===== config.mk =====
export PLATFORM = sky130hd
export DESIGN_NAME = pc_fetch_unit
export DESIGN_NICKNAME = d
export VERILOG_FILES = /design/src/rtl/pc_fetch_unit_pkg.sv /design/src/rtl/pc_fetch_unit_if_id_reg.sv /design/src/rtl/pc_fetch_unit.sv
export SDC_FILE = /design/constraint.sdc
export NUM_CORES = 1
export LEC_CHECK = 0
export BUFFER_PORTS_ARGS = -buffer_cell sky130_fd_sc_hd__buf_2
export CAP_MARGIN = 0
export CELL_PAD_IN_SITES_DETAIL_PLACEMENT = 0
export CELL_PAD_IN_SITES_GLOBAL_PLACEMENT = 1
export CORE_AREA = 2 2 138 140
export CTS_CLUSTER_SIZE = 25
export DETAILED_ROUTE_END_ITERATION = 7
export DIE_AREA = 0 0 140 142
export PLACE_DENSITY = 0.8
export SYNTH_ARGS = -nofsm -noshare
export SYNTH_HDL_FRONTEND = slang
export SYNTH_SLANG_ARGS = --single-unit

===== constraint.sdc =====
create_clock -name clk -period 1.85 [get_ports clk]
set_input_delay 0.0925 -clock clk [delete_from_list [all_inputs] [get_ports clk]]
set_output_delay 0.0925 -clock clk [all_outputs]
set_load 0.005 [all_outputs]

===== src/rtl/pc_fetch_unit_pkg.sv =====
// Shared fetch/decode pipeline definitions.
//   - fetch_state_t : fetch FSM states
//   - if_id_t       : IF/ID register contents; the decode stage uses it too
//   - align_pc()    : forces a PC target to a word boundary
package pc_fetch_unit_pkg;

    localparam int          INSTR_W        = 32;
    localparam logic [31:0] RESET_ADDR_DEF = 32'h0000_0000;
    localparam logic [31:0] INSTR_NOP_DEF  = 32'h0000_0013;

    typedef enum logic [1:0] {
        FETCH = 2'd0,
        DRAIN = 2'd1,
        HOLD  = 2'd2
    } fetch_state_t;

    typedef struct packed {
        logic [31:0]        pc;
        logic [INSTR_W-1:0] instr;
        logic               valid;
    } if_id_t;

    function automatic logic [31:0] align_pc(input logic [31:0] target);
        return {target[31:2], 2'b00};
    endfunction

endpackage


===== src/rtl/pc_fetch_unit_if_id_reg.sv =====
// IF/ID pipeline register. Update priority is flush > stall > emit > bubble.
// Ports:
//   clk, rst_n : clock, async active-low reset
//   flush      : squash the entry (valid=0, instr=NOP)
//   stall      : hold every field
//   emit       : load entry
//   entry      : new IF/ID contents when emit
//   q          : registered IF/ID contents
module if_id_reg
    import pc_fetch_unit_pkg::*;
#(
    parameter logic [INSTR_W-1:0] INSTR_NOP = INSTR_NOP_DEF
) (
    input  logic   clk,
    input  logic   rst_n,
    input  logic   flush,
    input  logic   stall,
    input  logic   emit,
    input  if_id_t entry,
    output if_id_t q
);

    always_ff @(posedge clk or negedge rst_n) begin
        if (!rst_n) begin
            q <= '{pc: 32'd0, instr: INSTR_NOP, valid: 1'b0};
        end else if (flush) begin
            q.valid <= 1'b0;
            q.instr <= INSTR_NOP;
        end else if (stall) begin
            q <= q;
        end else if (emit) begin
            q <= entry;
        end else begin
            // bubble: pc field keeps the last emitted PC
            q.valid <= 1'b0;
            q.instr <= INSTR_NOP;
        end
    end

endmodule


===== src/rtl/pc_fetch_unit.sv =====
// Fetch stage: holds the PC, issues req/ready instruction-memory requests,
// and fills the IF/ID register, handling stall, flush and redirect while a
// request is outstanding.
// Ports:
//   clk, rst_n         : clock, async active-low reset
//   next_addr_in       : next PC from the address mux (redirect target on flush)
//   flush_in, stall_in : branch/jump taken; IF/ID hold from the hazard unit
//   imem_*             : instruction memory request/response
//   seq_addr_out       : pc_q+4 to the mux's sequential input
//   pc_out, instr_out, valid_out : IF/ID register
//   misalign_out       : one-cycle pulse when a loaded target had bits[1:0]!=0
module pc_fetch_unit
    import pc_fetch_unit_pkg::*;
#(
    parameter logic [31:0] RESET_ADDR = RESET_ADDR_DEF,
    parameter logic [31:0] INSTR_NOP  = INSTR_NOP_DEF
) (
    input  logic        clk,
    input  logic        rst_n,
    input  logic [31:0] next_addr_in,
    input  logic        flush_in,
    input  logic        stall_in,
    output logic        imem_req_out,
    output logic [31:0] imem_addr_out,
    input  logic [31:0] imem_rdata_in,
    input  logic        imem_ready_in,
    output logic [31:0] seq_addr_out,
    output logic [31:0] pc_out,
    output logic [31:0] instr_out,
    output logic        valid_out,
    output logic        misalign_out
);

    fetch_state_t state_q, state_d;
    logic [31:0]  pc_q, pc_d;
    logic [31:0]  redir_q, redir_d;
    logic [31:0]  hold_q, hold_d;
    logic         req_en_q;      // keeps req low until the first clk after reset
    logic         misalign_q;
    logic         done;
    logic         load;
    logic [31:0]  load_tgt;
    logic         emit;
    if_id_t       emit_entry;
    if_id_t       if_id_q;

    assign imem_req_out  = req_en_q & (state_q != HOLD);
    assign imem_addr_out = pc_q;
    assign seq_addr_out  = pc_q + 32'd4;
    assign done          = imem_req_out & imem_ready_in;
    assign misalign_out  = misalign_q;

    always_comb begin
        state_d    = state_q;
        redir_d    = redir_q;
        hold_d     = hold_q;
        load       = 1'b0;
        load_tgt   = pc_q;
        emit       = 1'b0;
        emit_entry = '{pc: pc_q, instr: imem_rdata_in, valid: 1'b1};
        case (state_q)
            FETCH: begin
                if (flush_in) begin
                    if (done) begin
                        // fetched word is on the wrong path: drop it
                        load     = 1'b1;
                        load_tgt = next_addr_in;
                    end else begin
                        redir_d = next_addr_in;
                        state_d = DRAIN;
                    end
                end else if (done) begin
                    if (stall_in) begin
                        hold_d  = imem_rdata_in;
                        state_d = HOLD;
                    end else begin
                        emit     = 1'b1;
                        load     = 1'b1;
                        load_tgt = next_addr_in;
                    end
                end
            end
            DRAIN: begin
                // request at the old pc_q must complete before redirecting
                if (flush_in) begin
                    if (done) begin
                        load     = 1'b1;
                        load_tgt = next_addr_in;
                        state_d  = FETCH;
                    end else begin
                        redir_d = next_addr_in;
                    end
                end else if (done) begin
                    load     = 1'b1;
                    load_tgt = redir_q;
                    state_d  = FETCH;
                end
            end
            HOLD: begin
                if (flush_in) begin
                    load     = 1'b1;
                    load_tgt = next_addr_in;
                    state_d  = FETCH;
                end else if (!stall_in) begin
                    emit             = 1'b1;
                    emit_entry.instr = hold_q;
                    load             = 1'b1;
                    load_tgt         = next_addr_in;
                    state_d          = FETCH;
                end
            end
            default: state_d = FETCH;
        endcase
        pc_d = load ? align_pc(load_tgt) : pc_q;
    end

    always_ff @(posedge clk or negedge rst_n) begin
        if (!rst_n) begin
            state_q    <= FETCH;
            pc_q       <= RESET_ADDR;
            redir_q    <= 32'd0;
            hold_q     <= 32'd0;
            req_en_q   <= 1'b0;
            misalign_q <= 1'b0;
        end else begin
            state_q    <= state_d;
            pc_q       <= pc_d;
            redir_q    <= redir_d;
            hold_q     <= hold_d;
            req_en_q   <= 1'b1;
            misalign_q <= load & (|load_tgt[1:0]);
        end
    end

    if_id_reg #(.INSTR_NOP(INSTR_NOP)) u_if_id (
        .clk   (clk),
        .rst_n (rst_n),
        .flush (flush_in),
        .stall (stall_in),
        .emit  (emit),
        .entry (emit_entry),
        .q     (if_id_q)
    );

    assign pc_out    = if_id_q.pc;
    assign instr_out = if_id_q.instr;
    assign valid_out = if_id_q.valid;

endmodule


Word-level counts from Yosys, hierarchy flattened
Index checks and enable logic that the tools add are counted.

storage, ports and cells
  register bits after elaboration = 161
  bits of input ports = 69
  output and inout bits = 131
  logic and storage cells = 64

cells by class
  add/sub/neg operators = 1
  equality and inequality tests = 10
  multiplexer cells = 29
  bitwise logic cells = 6
  reductions and logical operators = 9

operators with widths
  kind                   count
  $mux 32                8
  $mux 33                3
  $pmux 32 s3            1
  $add 32x3->32 const B  1
  $ne 3x3->1 const B     5
  $mux 2                 7
  $reduce_and 4->1       2
  $mux 1                 7
  $ne 2x2->1 const B     3
  $pmux 2 s3             1
  $reduce_and 3->1       2
  $reduce_and 5->1       1
  $reduce_or 2->1        2
  $and 1x1->1            3
  $not 1->1              3
  $pmux 1 s3             1
  $reduce_bool 3->1      1
  $eq 2x1->1 const B     1
  $eq 2x2->1 const B     1
  $logic_not 2->1        1
  $pmux 1 s2             1

Logic depth before layout (Yosys ltp)
  word-level depth = 9
  depth in mapped cells = 7
  mapped depth without buffers = 5

Cells and area by module
A second synthesis with hierarchy kept.

second synthesis, totals
  cells, all modules = 669
  area, all modules = 7982.7 sq um

modules (own cells, without submodules)
  module         instances  cells each  area each (sq um)  seq. area each (sq um)
  pc_fetch_unit  1          455         5341.4             2452.4
  if_id_reg      1          214         2641.3             1630.3

Least setup slack after synthesis
No wires, ideal clock.

  path type = reg-to-reg
  start = register state_q[1]
  end = register u_if_id.q[61] (netlist name)
  arrival = 1.374 ns
  slack = 0.351 ns
  cell stages (with the launch flop) = 6
  period minus slack after synthesis = 1.499 ns
  cells stage by stage = dfrtp_1 -> a21o_1 -> nand3b_1 -> buf_2 -> buf_2 -> mux2_2

on the way
  cells in the longest elaborated chain, start to end = 7
  elaborated cells on any way between the ends = 9

ends and longest elaborated chain
  element                       line                           source
  from (decl)                   pc_fetch_unit.sv:34            fetch_state_t state_q, state_d;
  from (signal assigned)        pc_fetch_unit.sv:126           state_q <= state_d;
  $ne 2x2->1                    pc_fetch_unit.sv:47            assign imem_req_out = req_en_q & (state_q != HOLD);
  $and 1x1->1                   pc_fetch_unit.sv:47
  $and 1x1->1                   pc_fetch_unit.sv:50            assign done = imem_req_out & imem_ready_in;
  $mux 1                        pc_fetch_unit.sv:72            end else if (done) begin
  $mux 1                        pc_fetch_unit.sv:63            if (flush_in) begin
  $pmux 1 s2 *                  pc_fetch_unit.sv:61            case (state_q)
  $reduce_and 3->1 (no line) *  -
  to (signal assigned)          pc_fetch_unit_if_id_reg.sv:25  q <= '{pc: 32'd0, instr: INSTR_NOP, valid: 1'b0};
  to (signal assigned)          pc_fetch_unit_if_id_reg.sv:30  q <= q;
  to (signal assigned)          pc_fetch_unit_if_id_reg.sv:32  q <= entry;
  to (decl)                     pc_fetch_unit_if_id_reg.sv:20  output if_id_t q

Mark *: on every way between the ends. The rest lies on a longest branch, timed or not.
A chain may end at the register's enable or synchronous reset.

Final worst setup path
  start = register pc_q[7], in the netlist imem_addr_out[7]
  end = output seq_addr_out[11]

on the way
  cells in the longest elaborated chain, start to end = 1

ends and longest elaborated chain
  element                 line                  source
  from (decl)             pc_fetch_unit.sv:35   logic [31:0] pc_q, pc_d;
  from (signal assigned)  pc_fetch_unit.sv:127  pc_q <= pc_d;
  $add 32x3->32           pc_fetch_unit.sv:49   assign seq_addr_out = pc_q + 32'd4;
  to (decl)               pc_fetch_unit.sv:27   output logic [31:0] seq_addr_out,

No other way between the ends.

==> impl_metrics.csv <==
group,metric,value,unit
route,drt-pass1-iter-count,8,
global_routing,gr-total-overflow,0,
global_routing,antenna_found_initial,0,
finish,diodes,0,
finish,instances_no_fill,1152,
logic_synthesis,synth_top_family_by_area,"multiplexers",
logic_synthesis,yosys.area.top_type,"dfrtp_1",
route,detail-route-antenna-nets,0,
placement,dpl_worst_slack,0.1243,ns
clock_network,cts-root-buf,"clkbuf_16",
die,die_h,142,um
flow_run,cap_violations,0,
outcome,status,"finished, violations left",
clock_network,clk_latency,0.42,ns
power_and_ir_drop,fin_total_pwr,10.75,mW
logic_synthesis,synth-xor-area-share,0.03299,
finish,syn_to_final_growth,38.54,%
logic_synthesis,synth_top_area_frac,0.5318,
power_and_ir_drop,power_density,1044,nW/um^2
placement,place_area,8803,sq um
die,fp.coreArea,18460,sq um
clock_network,clock_sink_count,161,
finish,nets,976,
critical_path,required,1.76,ns
critical_path,worstPathArrival,1.88,ns
route,topRoutingLayerUsed,"met4",
global_routing,first_global_vias,5806,
die,initial_core_util,0.4028,
critical_path,cp-end-kind,"output pin",
critical_path,cp_top_family,"simple AND/OR/NAND/NOR gates",
finish,finish.instance_area,10300,sq um
critical_path,cp_max_fo,6,
route,drc,14,
placement,place_congestion,0.7854,
placement,place.port_buffers,193,
clock_network,htreeDepth,4,
route,wire_per_inst,17.06,um
route,routed-wl-met2,9.321,mm
timing,final_hold_viol_count,0,
critical_path,cp.buffers_inverters,2,
logic_synthesis,yosysSeqAreaShare,0.5424,
critical_path,max_stage_delay,0.41,ns
timing,finalWorstSetupSlack,-0.1243,ns
die,die_w,140,um
timing,clock_skew,0.008914,ns
finish,layout-drive-gt1-share,0.4368,
placement,dpl.cell_count,1038,
logic_synthesis,syn_area,7435,sq um
clock_network,cts_tree,"done",
timing,max_freq,506.5,MHz
critical_path,startpoint_type,"register",
route,route.layer.met1.wl,8.902,mm
clock_network,cts_buffers,17,
clock_network,cts_max_path_buffers,2,
timing,drv_slew,0,
logic_synthesis,ys_warn_count,0,
logic_synthesis,synthFlopType,"dfrtp_1",
timing,relSlewSlack,0.5988,
min_path,hold_path_class,"primary input to register",
route,viasPerCell,4.992,
logic_synthesis,synth-compound-area-share,0.08061,
die,rows,50,
critical_path,critical_path_class,"register to output pin",
route,met3_length,1.026,mm
global_routing,grt_use_total,0.2002,
power_and_ir_drop,vdd_ir_drop_max,0.6717,mV
timing,whs,0.01473,ns
die,dieArea,19880,sq um
critical_path,crit_chain,"nand4_1 -> nor2_4 -> buf_6 -> and3_1 -> xor2_1 -> buf_2",
logic_synthesis,async_flop_share,1.000,
logic_synthesis,synthAdderAreaFrac,0.001683,
timing,timing.final.crit_share,1.067,
timing,worst_pin_slew,0.5996,ns
clock_network,clkTransAtPathRegs,0.06,ns
logic_synthesis,syn_area_per_cell,12.07,sq um
logic_synthesis,muxShareOfSynthArea,0.1885,
global_routing,grt_pass1_wl,31.13,mm
die,ios,200,
timing,rsz0062_at_grt,"true",
route,finalWirelength,19.65,mm
logic_synthesis,synth.distinct_cells,45,
logic_synthesis,synth_seq_cells,161,
route,drt-initial-drc-count,303,
route,num_vias,5751,
logic_synthesis,synth_cells,616,
timing,min_period,1.974,ns
logic_synthesis,synthTopCellsByArea,"dfrtp_1 (53%), mux2_2 (8.5%), mux2_4 (4.0%), mux2i_1 (3.9%), nand2_1 (3.1%)",
power_and_ir_drop,p_leak,5.192,nW
logic_synthesis,synth-simple-area-share,0.1099,
critical_path,critPathSlowestCell,"dfrtp_2",
outcome,violations,"design-rule violations, negative setup slack",
timing,setup_viol,21,
placement,place_hpwl,13.09,mm
global_routing,grt_max_degree,54,
logic_synthesis,synth-edff-count,0,
[area by class of cell]
type,instances,area [sq um]
multi-input cells,412,3212
well taps,234,292.8
clock inverters,9,107.6
fillers,1580,8155
flip-flops and latches,161,4044
clock buffers,22,464.2
inverters,3,11.26
repair buffers,311,2168
[per-stage QoR]
| step | util | setup TNS (ns) |
|---|---|---|
| CTS | 0.5481 | -1.379 |
| global route | 0.5581 | -3.735 |
| finish | 0.5581 | -1.488 |
| global placement | 0.4770 | 0 |
| floorplan | - | 0 |
| detailed placement | 0.4770 | 0 |
[cells by family (layout without fill, tap and decap cells)]
family,after synthesis,count (layout)
buffers and inverters,48,345
flip-flops,161,161
other,2,7
XOR/XNOR,28,28
adder cells (fa/ha/maj),1,1
AO/OA/AOI/OAI,91,91
multiplexers,121,121
AND/OR/NAND/NOR,164,164
[final timing paths]
check | startpoint | endpoint | slack [ns] | cells past startpoint
worst min register to register | u_if_id.q[0] | u_if_id.q[0] | 0.47 | 2
worst max-delay path | imem_addr_out[7] | seq_addr_out[11] | -0.12 | 6
min in group asynchronous | rst_n | hold_q[8] | 0.18 | 2
max in group asynchronous | rst_n | hold_q[27] | 0.93 | 3
worst max register to register | state_q[1] | imem_addr_out[8] | 0.15 | 4
worst min-delay path | flush_in | state_q[0] | 0.01 | 3
[timing repair]
item                                    4_1_cts  5_1_grt
cloned                                        0        1
buffers inserted                              5       12
endpoints found under the setup margin       21       32
endpoints found under the hold margin       189        0
pin swaps                                    13       21
gates resized for setup                      19       23
hold buffers                                 65        0
[cell usage after synthesis (9+ instances only)]
| cell | count |
|---|---|
| mux2_2 | 56 |
| mux2i_1 | 29 |
| nand2b_1 | 21 |
| nor2_1 | 31 |
| o221a_2 | 10 |
| nand4_1 | 9 |
| clkbuf_1 | 10 |
| dfrtp_1 | 158 |
| mux2_1 | 16 |
| o31ai_1 | 11 |
| buf_4 | 18 |
| xor2_1 | 10 |
| mux2_4 | 20 |
| nand3_1 | 11 |
| buf_2 | 9 |
| xnor2_1 | 18 |
| o21ai_0 | 41 |
| a21oi_1 | 13 |
| nand2_1 | 62 |
[sequential cells by signal, indices dropped and copies added, names as in the netlist]
register,count
hold_q,32
imem_addr_out,30
misalign_out,1
redir_q,32
req_en_q,1
state_q,2
u_if_id.q,63
[worst reg2reg max path: cells and delay by family, from the launching register on]
kind	cells	cell delay [ns]
AOI/OAI and AO/OA	1	0.31
DFF	1	0.44
and+or+nand+nor	3	0.82
[power breakdown]
part | internal [mW] | switching [mW]
Sequential | 4.24 | 0.453
Clock | 2.05 | 1.41
Combinational | 1.50 | 1.11
[layer usage]
layer,vias to the layer above,global-route usage
li1,2728,-
met1,2819,0.2711
met2,174,0.3238
met3,30,0.03701
met4,0,0.07443
met5,-,0
[cells in the final DEF, fill, tap and decap left out, types with 8 or more instances in the layout]
master,count
nand2_1,59
dfrtp_2,9
nand3_1,9
buf_2,192
a21oi_1,13
nand4_1,9
xor2_1,9
mux2_4,20
buf_12,10
dfrtp_1,149
nor2_1,31
mux2_1,16
nand2b_1,20
o21ai_0,41
o221a_2,10
dlygate4sd3_1,65
a22oi_1,8
clkbuf_16,17
o31ai_1,11
mux2i_1,29
mux2_2,56
buf_4,37
xnor2_1,15
(Power assumes the default switching activity.)
